$ cat src/rtl/parking_zone_counter.sv
// parking_zone_counter
// Multi-zone parking occupancy counter. Every raw entry/exit sensor bit is
// passed through a 2-flop synchroniser and a stability-count debouncer; the
// rising edge of the debounced level is a single counting event. Each zone
// keeps a saturating free-space count and drives green/red plus one-cycle
// reject/error pulses. The lot-wide total is a registered sum.

module parking_zone_counter #(
    parameter int unsigned ZONES           = 2,
    parameter int unsigned CAPACITY        = 5,
    parameter int unsigned DEBOUNCE_CYCLES = 4,
    localparam int unsigned W              = $clog2(CAPACITY + 1),
    localparam int unsigned TW             = $clog2(ZONES * CAPACITY + 1)
) (
    input  logic                 clk,
    input  logic                 reset,
    input  logic [ZONES-1:0]     entry_raw,
    input  logic [ZONES-1:0]     exit_raw,
    input  logic [ZONES-1:0]     zone_disable,
    output logic [ZONES*W-1:0]   free_spaces,
    output logic [ZONES-1:0]     green,
    output logic [ZONES-1:0]     red,
    output logic [TW-1:0]        total_free,
    output logic [ZONES-1:0]     entry_reject,
    output logic [ZONES-1:0]     exit_error
);

    // Entry bits occupy the low half of the sensor vector, exit bits the high half.
    localparam int unsigned NB = 2 * ZONES;
    localparam int unsigned CW = $clog2(DEBOUNCE_CYCLES + 1);

    localparam logic [W-1:0]  CAP_W     = W'(CAPACITY);
    localparam logic [TW-1:0] TOTAL_CAP = TW'(ZONES * CAPACITY);
    // The level flips on the edge where the count would reach DEBOUNCE_CYCLES.
    localparam logic [CW-1:0] DB_LAST   = CW'(DEBOUNCE_CYCLES - 1);

    logic [NB-1:0]    raw_bits;
    logic [NB-1:0]    sync1;
    logic [NB-1:0]    sync2;
    logic [NB-1:0]    deb;
    logic [NB-1:0]    deb_q;
    logic [CW-1:0]    stab_cnt [NB];
    logic [NB-1:0]    ev;

    logic [ZONES-1:0] entry_ev;
    logic [ZONES-1:0] exit_ev;

    logic [W-1:0]     free_q   [ZONES];
    logic [W-1:0]     free_nxt [ZONES];
    logic [ZONES-1:0] rej_nxt;
    logic [ZONES-1:0] err_nxt;
    logic [TW-1:0]    sum_free;

    assign raw_bits = {exit_raw, entry_raw};

    // Synchronise every raw bit and debounce it with a per-bit stability counter.
    always_ff @(posedge clk) begin
        if (reset) begin
            sync1 <= '0;
            sync2 <= '0;
            deb   <= '0;
            deb_q <= '0;
            for (int unsigned i = 0; i < NB; i++) begin
                stab_cnt[i] <= '0;
            end
        end else begin
            sync1 <= raw_bits;
            sync2 <= sync1;
            deb_q <= deb;
            for (int unsigned i = 0; i < NB; i++) begin
                if (sync2[i] == deb[i]) begin
                    stab_cnt[i] <= '0;
                end else if (stab_cnt[i] == DB_LAST) begin
                    deb[i]      <= ~deb[i];
                    stab_cnt[i] <= '0;
                end else begin
                    stab_cnt[i] <= stab_cnt[i] + 1'b1;
                end
            end
        end
    end

    // One event per debounced rising edge; falling edges are ignored.
    always_comb begin
        ev       = deb & ~deb_q;
        entry_ev = ev[ZONES-1:0];
        exit_ev  = ev[NB-1:ZONES];
    end

    // Per-zone next count and pulse decision from the entry/exit event pair.
    always_comb begin
        rej_nxt = '0;
        err_nxt = '0;
        for (int unsigned z = 0; z < ZONES; z++) begin
            free_nxt[z] = free_q[z];
            if (entry_ev[z] && !exit_ev[z]) begin
                if ((free_q[z] != '0) && !zone_disable[z]) begin
                    free_nxt[z] = free_q[z] - 1'b1;
                end else begin
                    rej_nxt[z] = 1'b1;
                end
            end else if (exit_ev[z] && (!entry_ev[z] || zone_disable[z])) begin
                // A simultaneous entry into a closed zone is refused, so the
                // exit is applied on its own.
                if (entry_ev[z]) begin
                    rej_nxt[z] = 1'b1;
                end
                if (free_q[z] < CAP_W) begin
                    free_nxt[z] = free_q[z] + 1'b1;
                end else begin
                    err_nxt[z] = 1'b1;
                end
            end
        end
    end

    // Register zone counts and the one-cycle reject/error pulses.
    always_ff @(posedge clk) begin
        if (reset) begin
            for (int unsigned z = 0; z < ZONES; z++) begin
                free_q[z] <= CAP_W;
            end
            entry_reject <= '0;
            exit_error   <= '0;
        end else begin
            for (int unsigned z = 0; z < ZONES; z++) begin
                free_q[z] <= free_nxt[z];
            end
            entry_reject <= rej_nxt;
            exit_error   <= err_nxt;
        end
    end

    // Sum of the registered zone counts feeding the lot-wide total.
    always_comb begin
        sum_free = '0;
        for (int unsigned z = 0; z < ZONES; z++) begin
            sum_free = sum_free + TW'(free_q[z]);
        end
    end

    // Registered lot total, one cycle behind free_spaces.
    always_ff @(posedge clk) begin
        if (reset) begin
            total_free <= TOTAL_CAP;
        end else begin
            total_free <= sum_free;
        end
    end

    // Pack counts and decode the zone lamps from registered state.
    always_comb begin
        free_spaces = '0;
        green       = '0;
        for (int unsigned z = 0; z < ZONES; z++) begin
            free_spaces[z*W +: W] = free_q[z];
            green[z]              = (free_q[z] != '0) && !zone_disable[z];
        end
        red = ~green;
    end

endmodule

$ cat config.mk
export PLATFORM = sky130hd
export DESIGN_NAME = parking_zone_counter
export DESIGN_NICKNAME = d
export VERILOG_FILES = /design/src/rtl/parking_zone_counter.sv
export SDC_FILE = /design/constraint.sdc
export NUM_CORES = 1
export LEC_CHECK = 0
export BUFFER_PORTS_ARGS = -buffer_cell sky130_fd_sc_hd__buf_4
export CAP_MARGIN = 20
export CORE_MARGIN = 5
export CORE_UTILIZATION = 40
export CTS_CLUSTER_DIAMETER = 120
export DETAILED_ROUTE_END_ITERATION = 8
export GPL_TIMING_DRIVEN = 0
export PLACE_DENSITY = 0.69
export SLEW_MARGIN = 20
export SYNTH_ARGS = -nofsm -noshare
export SYNTH_HDL_FRONTEND = slang
export SYNTH_SLANG_ARGS = --single-unit
$ cat constraint.sdc
create_clock -name clk -period 1.8 [get_ports clk]
set_clock_uncertainty 0.05 [all_clocks]
set_input_delay 0.18 -clock clk [delete_from_list [all_inputs] [get_ports clk]]
set_output_delay 0.18 -clock clk [all_outputs]
set_load 0.01 [all_outputs]
==> run summary, run 1 <==
The run finished, with violations left. The checks that failed: negative setup slack. The data required time of the worst path is ~2.0 ns. Summed over all nets, the half-perimeter wirelength after detailed placement is 2.91 mm.

The internal power of the cells is 1.37 mW. The standby leakage power is approximately 1.1 nW. The critical path data arrival time came out at ~2.0 ns. The maximum number of pins on one net before global-route repair is 14. The cell area after synthesis came out at between 2000 and 2500 um^2. The switching portion of total power is 0.222. The layout overhead on the synthesized area came out at 26.3%. The wire length per cell after detailed routing came out at around 12 um. The final number of hold-violating endpoints came out at 0. The register share of total power came out at 0.574. The switching power is slightly below 400 uW.

0 antenna diodes ended up in the layout. The number of nets at the end of the flow came out at 281. In the final timing run, aggregate negative setup slack is -0.0525 ns. In the synthesized netlist, the number of instances is 210. The horizontal die dimension came out at slightly above 80 um. The tightest min-delay check is of the in -> reg type. The starting utilization of the core area is 0.413.

Power spread over the standard cell area amounts to about 660 nW/um^2. The H-tree depth came out at 2. The number of detailed-route iterations in the first pass came out at 5.

The total number of vias came out at ~1600. The number of nets with antenna violations after detailed routing is 0. The worst setup path is of the reg -> reg kind.

The worst setup path is launched from a flop. The tree is rooted in a clkbuf_8. The TritonCTS sink count is 42. The number of storage elements in the synthesis netlist came out at 42. On the final layout, the worst hold slack is about 0.054 ns. Summed over all layers, the global routing overflow is 0.

The worst setup path is captured at a flop. The most area-hungry cell type in the Yosys netlist is dfxtp_1. The congestion estimate from routability-driven global placement came to between 0.8 and 0.9. Measured along the y axis, the die boundary spans slightly above 80 um.

Once layout is complete, the utilization of the core stands at 0.521. Of all nets on the critical path, the largest fanout is 9. The placeable core region came out at a little over 5000 um^2.

The count of boundary I/O pins came out at 26. By area the synthesized netlist is led by dfxtp_1, edfxtp_1, ha_1. Of the cells placed in the final design, the portion with a size suffix greater than 1 is 0.304. Setup repair after global routing could not meet its margin everywhere. The first global-routing pass estimated between 7 and 8 mm of wire. The remaining design rule violation count came out at 0. The slew at the pin closest to its max-slew limit came out at approximately 0.59 ns.

The max-slew headroom at the worst pin came out at 0.608. For this run, the leading register cell type out of synthesis is dfxtp_1. The fraction of power consumed by combinational cells came out at 0.076. The initial antenna violation count is 0. The post-synthesis sequential area ratio came out at 0.453. The fraction of registers with async set/reset came out at 0. The total global-route track usage is 0.124. The count of flip-flops with a built-in enable after synthesis is 12. The clock transition at the register clock pins on the worst setup and hold paths after CTS came out at roughly 0.08 ns. The number of CTS-inserted buffers is 5. The site row count is 26.

Summed over all layers, the routed wires come to around 4.0 mm. The number of global-route vias before repair is between 1500 and 2000. The count of warnings emitted by yosys is 0. The max-capacitance violation count is 0.

The final clock period utilization by the worst path is 1.02. The largest vdd supply drop came out at ~550 uV. The synthesized area per cell came out at 10.1 um^2. The number of different library cells used by synthesis comes to 39. The maximum frequency from static timing analysis is between 0.5 and 0.6 GHz. Subtracting the final worst setup slack from the clock period gives 1.83 ns. The share of the synthesized area in the top cell type came out at 0.283.

The floorplan die area is about 6900 um^2. Overall power consumption after layout is estimated at roughly 1.8 mW. Setup violations remaining at the end of the flow were counted as 2.

The number of DRC markers in iteration 0 is a little over 80. The number of I/O port buffers is 24. The clock power share came out at 0.350. TritonCTS built the clock tree. The post-placement worst setup slack is -0.118 ns. The worst setup slack after layout came out at -0.0325 ns. The number of buffers between clock root and the deepest sink came out at 2.

The per-cell via count in the routed design is between 4 and 5. The clock latency of the later-clocked register in the worst-skew pair came out at 0.28 ns. The total count of max-transition violations in the final report is 0.
-- kinds of logic after synthesis --
kind of cell	synth area share
AO/OA/AOI/OAI	0.124
multiplexers	0.0283
adder cells (fa/ha/maj)	0.0932
buffers and inverters	0.0448
XOR/XNOR	0.0289
flip-flops	0.453
other	0.00177
AND/OR/NAND/NOR	0.225
-- per-layer routing --
metal  global-route usage  wire length [um]  part of all wire
met2                0.204              1940              0.49
met3               0.0327               144             0.036
met1                0.160              1850              0.47
met5                    0                 0                 0
met4               0.0357                29            0.0073
-- critical path, stage by stage (launching register included) --
cell	delay, ns
dfxtp_2	0.33
nand2b_4	0.13
clkbuf_8	0.16
nand2b_4	0.07
fa_2	0.45
nor2_2	0.13
nor3_2	0.05
a211o_1	0.24
a22oi_2	0.14
-- layout by cell type, fill, tap and decap left out, types with 3 or more instances in the layout --
cell type,netlist,layout
clkbuf_8,0,7
xnor2_1,6,6
dfxtp_2,0,9
ha_1,11,11
a211oi_1,4,4
or3_1,5,4
o21ai_0,6,4
dfxtp_1,30,19
mux2i_1,6,6
nor2_1,30,28
edfxtp_1,12,12
a21oi_1,4,4
inv_1,15,15
conb_1,1,12
a211o_1,3,3
nor3_1,8,6
nand3_1,4,4
or2_2,4,4
clkbuf_1,6,4
nor2b_1,14,14
buf_4,0,31
nand2b_4,0,4
nand2b_1,7,3
-- per-stage QoR --
stage | std cells | instance area, um^2
after floorplan | 221 | 2190
after global placement | 315 | 2450
after detailed placement | 315 | 2450
after CTS | 327 | 2620
after global routing | 330 | 2680
final | 330 | 2680
-- final timing paths --
check / from / endpoint / slack, ns / depth (start not counted)
max: deb_q[3]$_SDFF_PP0_ / free_q[0][4]$_SDFFE_PP0P_ / -0.03 / 8
min: exit_raw[1] / sync1[3]$_SDFF_PP0_ / 0.05 / 2
max reg2reg: deb_q[3]$_SDFF_PP0_ / free_q[0][4]$_SDFFE_PP0P_ / -0.03 / 8
min reg2reg: sync1[0]$_SDFF_PP0_ / sync2[0]$_SDFF_PP0_ / 0.39 / 1
-- layout make-up --
| cell class | count | area, um^2 |
|---|---|---|
| multi-input combinational | 156 | 1170 |
| clock buffer | 6 | 82.6 |
| clock inverter | 2 | 12.5 |
| fill | 500 | 2460 |
| buffer | 8 | 60.1 |
| sequential | 42 | 980 |
| timing repair buffer | 31 | 233 |
| inverter | 15 | 56.3 |
| tap | 70 | 87.6 |
-- what timing repair did --
action / in CTS / in global routing
hold buffers: 0 / 0
endpoints found under the setup margin: 4 / 6
setup buffers: 4 / 3
gates resized for setup: 15 / 11
pin swaps: 0 / 3
-- state kept, by name, indices dropped and copies added, names as in the netlist --
| name | flops |
|---|---|
| total_free | 4 |
| stab_cnt | 12 |
| entry_reject | 2 |
| free_q | 6 |
| exit_error | 2 |
| deb | 4 |
| sync2 | 4 |
| deb_q | 4 |
| sync1 | 4 |
-- cell usage after synthesis, types with 2 or more instances --
cell and count:
o311a_1 2, nor3_1 8, a22o_1 2, o211ai_1 2, a2bb2oi_1 2, or2b_1 2, a211o_1 3, or3b_1 2
or3_1 5, ha_1 11, dfxtp_1 30, xnor2_1 6, o21ai_0 6, nand2_1 2, fa_1 3, nor3b_1 2
a2bb2oi_2 2, o211ai_2 2, edfxtp_1 12, inv_1 15, a22oi_2 2, nand3_1 4, clkbuf_1 6, a21oi_1 4
nand2b_1 7, nor2b_1 14, mux2i_1 6, a211oi_1 4, or2_2 4, nor3b_4 2, nor2_1 30
-- power by group through the flow --
stage / combinational [mW] / clock [mW] / sequential (mW)
floorplan: 0.0818 / 0 / 1.03
global placement: 0.125 / 0 / 1.03
detailed placement: 0.127 / 0 / 1.03
CTS: 0.131 / 0.646 / 1.01
global route: 0.152 / 0.696 / 1.01
finish: 0.133 / 0.615 / 1.01
(Power assumes the default switching activity.)
==> run 2: changes to the inputs <==
--- a/config.mk
+++ b/config.mk
@@ -12,6 +12,7 @@
 export CTS_CLUSTER_DIAMETER = 120
 export DETAILED_ROUTE_END_ITERATION = 8
 export GPL_TIMING_DRIVEN = 0
+export HOLD_SLACK_MARGIN = 0.12
 export PLACE_DENSITY = 0.69
 export SLEW_MARGIN = 20
 export SYNTH_ARGS = -nofsm -noshare
==> run 2 against run 1 <==
  * Setup slack got worse by 0.00053 ns
  * Wire length rose by 0.20%
  * The flow still finishes with violations (negative setup slack)
  * Maximum frequency about the same
  * Cell count increased by 1.2%
  * Largest power group unchanged
  * Total power rose by 0.36%
  * Register-to-register slack hardly changed
  * Worst hold slack gained 0.11 ns
==> run summary, run 2 (synthesis gave the netlist of run 1 again) <==
The post-layout total power came out at 1.76 mW. The longest individual stage delay on the worst path is roughly 0.45 ns. The starting utilization of the core area is 0.413. The number of buffers between clock root and the deepest sink came out at 2.

The critical path data arrival time came out at approximately 2 ns. The non-filler instance count after layout is roughly 330. The switching portion of total power came out at 0.222. For the pin with the worst max-slew slack, the measured transition is approximately 0.6 ns.

TritonCTS built the clock tree. The wire length per cell after detailed routing came out at 11.9 um. The maximum frequency from static timing analysis came out at 0.546 GHz.

The TritonCTS sink count came out at 42. The total count of max-transition violations in the final report is 0. The final reports fail on negative setup slack. Of the cells placed in the final design, the portion with a size suffix greater than 1 is 0.299. The H-tree depth came out at 2. The max-slew headroom at the worst pin came out at 0.611. The number of CTS-inserted buffers came out at 5. Routability-driven placement finished with a final weighted congestion of 0.823. The worst-case IR drop observed on VDD is ~550 uV. The core region is 5140 um^2. The post-route core utilization is 0.529.

The min-delay analysis places its worst path in the category in -> reg. The worst hold path passes through 3 cells. Once placement completed, the tool counted placed cells totaling about 320. Using the TritonRoute via totals, the vias-per-cell ratio works out to roughly 4.7. Timing analysis after detailed placement gives a worst setup slack of -0.118 ns. The sum of routed wire length over all layers came out at 3.97 mm. The height of the chip came out at between 80 and 90 um. The number of global-route vias before repair is ~1600. The site row count came out at 26.

The switching power came out at approximately 400 uW. Leaving out fill and tap cells, the most frequent cell in the layout is buf_4. The standby leakage power is 1.15 nW. The number of DRC markers in iteration 0 came out at 73. The number of detailed-route iterations in the first pass is 4. The clock transition at the register clock pins on the worst setup and hold paths after CTS came out at 0.08 ns. The final-layout setup total negative slack came out at -0.0533 ns. The placed instances occupy a cell area of around 2500 um^2. The worst setup slack after layout came out at -0.0330 ns. The worst register-to-register path ends at free_q[0][4]$_SDFFE_PP0P_. The number of nets at the end of the flow came out at approximately 290. During placement, the flow inserted port buffers numbering 24. The worst hold path begins at zone_disable[0]. The initial antenna violation count came out at 0. STA classifies the critical path startpoint as a flop.

Clock tree synthesis selected as its root buffer the cell clkbuf_8. The fraction of power consumed by combinational cells came out at 0.080. The capture endpoint of the worst hold path is entry_reject[0]$_SDFF_PP0_.

The final number of hold-violating endpoints came out at 0. The max-capacitance violation count came out at 0. In this run the remaining antenna-violating nets after routing total 0. The run finished, with violations left. The power density over cell area is around 650 nW/um^2. Across all hold checks on the routed design, the worst slack comes to 0.164 ns. The first global-routing pass estimated roughly 7.2 mm of wire. Measured in cells, the most critical reg-to-reg path has a length of 8.

The setup-violating endpoint count in the final report came out at 2. The floorplan die area came out at a little under 7000 um^2. The count of inserted antenna diode cells is 0. The internal power of the cells is around 1.4 mW. The layout overhead on the synthesized area is 28.1%.

The signal on the critical path passes through nand2b_4, clkbuf_8, nand2b_4, fa_2, nor2_2, nor3_2, a211o_1, a22oi_2. The post-route cell area is about 2700 um^2. In this design, the critical path's most frequently occurring cell is nand2b_4. Setup repair after global routing could not meet its margin everywhere. The remaining global-route overflow is 0. The worst setup path is of the reg -> reg kind. In this run the register-to-register setup slack is -0.03 ns. The clock period minus final worst setup slack came out at 1.83 ns. The half-perimeter wire length after placement is around 2.9 mm. The largest registers in the layout are stab_cnt (12), free_q (6). The clock latency of the later-clocked register in the worst-skew pair is 0.28 ns. The register share of total power is 0.571. The floorplan step set the die width to approximately 83 um. The remaining design rule violation count came out at 0. 26 I/O pins were placed. The total number of vias came out at roughly 1600.

The data required time of the worst path came out at approximately 2.0 ns. Across every metal layer, demand over resource in global routing totals 0.125. The register containing the most flip-flops in the final layout is stab_cnt.

The final clock period utilization by the worst path is 1.02. The share of total power dissipated in the clock network is 0.349. The largest individual stage delay along the critical path comes from the cell fa_2. The flip-flop count of the largest register after layout came out at 12. STA classifies the critical path endpoint as a flop. Entering global routing, the biggest net connects 14 pins.

In the layout the commonest cells are buf_4, nor2_1, dfxtp_1, inv_1, nor2b_1. Along the worst path, the maximum fanout reaches 9. In this run the critical register-to-register path is launched from deb_q[3]$_SDFF_PP0_.
run 2: cell types whose count changed in the layout (fill, tap and decap cells not counted):
cell,delta
dlygate4sd3_1,+4
run 2: cell type report:
type	count	area [um^2]
inverters	15	56.3
fillers	497	2420
multi-input cells	156	1170
flip-flops and latches	42	980
plain buffers	8	60.1
clock buffers	6	82.6
clock inverters	2	12.5
well taps	70	87.6
repair buffers	35	273
run 2: worst max-delay path by stage:
stage / endpoint / startpoint / cells past startpoint
floorplan: free_q[0][4]$_SDFFE_PP0P_ / deb[1]$_SDFFE_PP0P_ / 7
global placement: free_q[0][1]$_SDFFE_PP0P_ / deb[2]$_SDFFE_PP0P_ / 8
detailed placement: free_q[0][4]$_SDFFE_PP0P_ / deb[3]$_SDFFE_PP0P_ / 8
CTS: free_q[0][1]$_SDFFE_PP0P_ / free_q[0][1]$_SDFFE_PP0P_ / 6
global route: free_q[0][1]$_SDFFE_PP0P_ / deb[0]$_SDFFE_PP0P_ / 7
finish: free_q[0][4]$_SDFFE_PP0P_ / deb_q[3]$_SDFF_PP0_ / 8
run 2: metal layers:
metal / part of all wire / up-vias / routed length [um] / global-route usage
met5: 0 / - / 0 / 0
met4: 0.0073 / 0 / 29 / 0.0357
met3: 0.036 / 2 / 144 / 0.0327
met2: 0.49 / 29 / 1930 / 0.206
met1: 0.47 / 741 / 1860 / 0.162
li1: - / 814 / - / -
run 2: worst max-delay path, delay by kind of cell, from the launching register on:
kind                       cells  cell delay (ns)
buffers and inverters          1             0.16
adders and majority gates      1             0.45
and+or+nand+nor                4             0.38
AOI/OAI and AO/OA              2             0.38
DFF                            1             0.33
run 2: power by group through the flow:
stage / sequential (mW) / combinational (mW) / clock, mW
4_1_cts: 1.01 / 0.138 / 0.646
3_3_place_gp: 1.03 / 0.125 / 0
2_1_floorplan: 1.03 / 0.0818 / 0
6_report: 1.01 / 0.140 / 0.615
5_1_grt: 1.01 / 0.160 / 0.696
3_5_place_dp: 1.03 / 0.127 / 0
run 2: timing repair:
action                                  4_1_cts  5_1_grt
endpoints found under the hold margin         4        0
pin swaps                                     0        3
endpoints found under the setup margin        4        6
setup buffers                                 4        3
resized for setup                            15       11
hold buffers                                  4        0
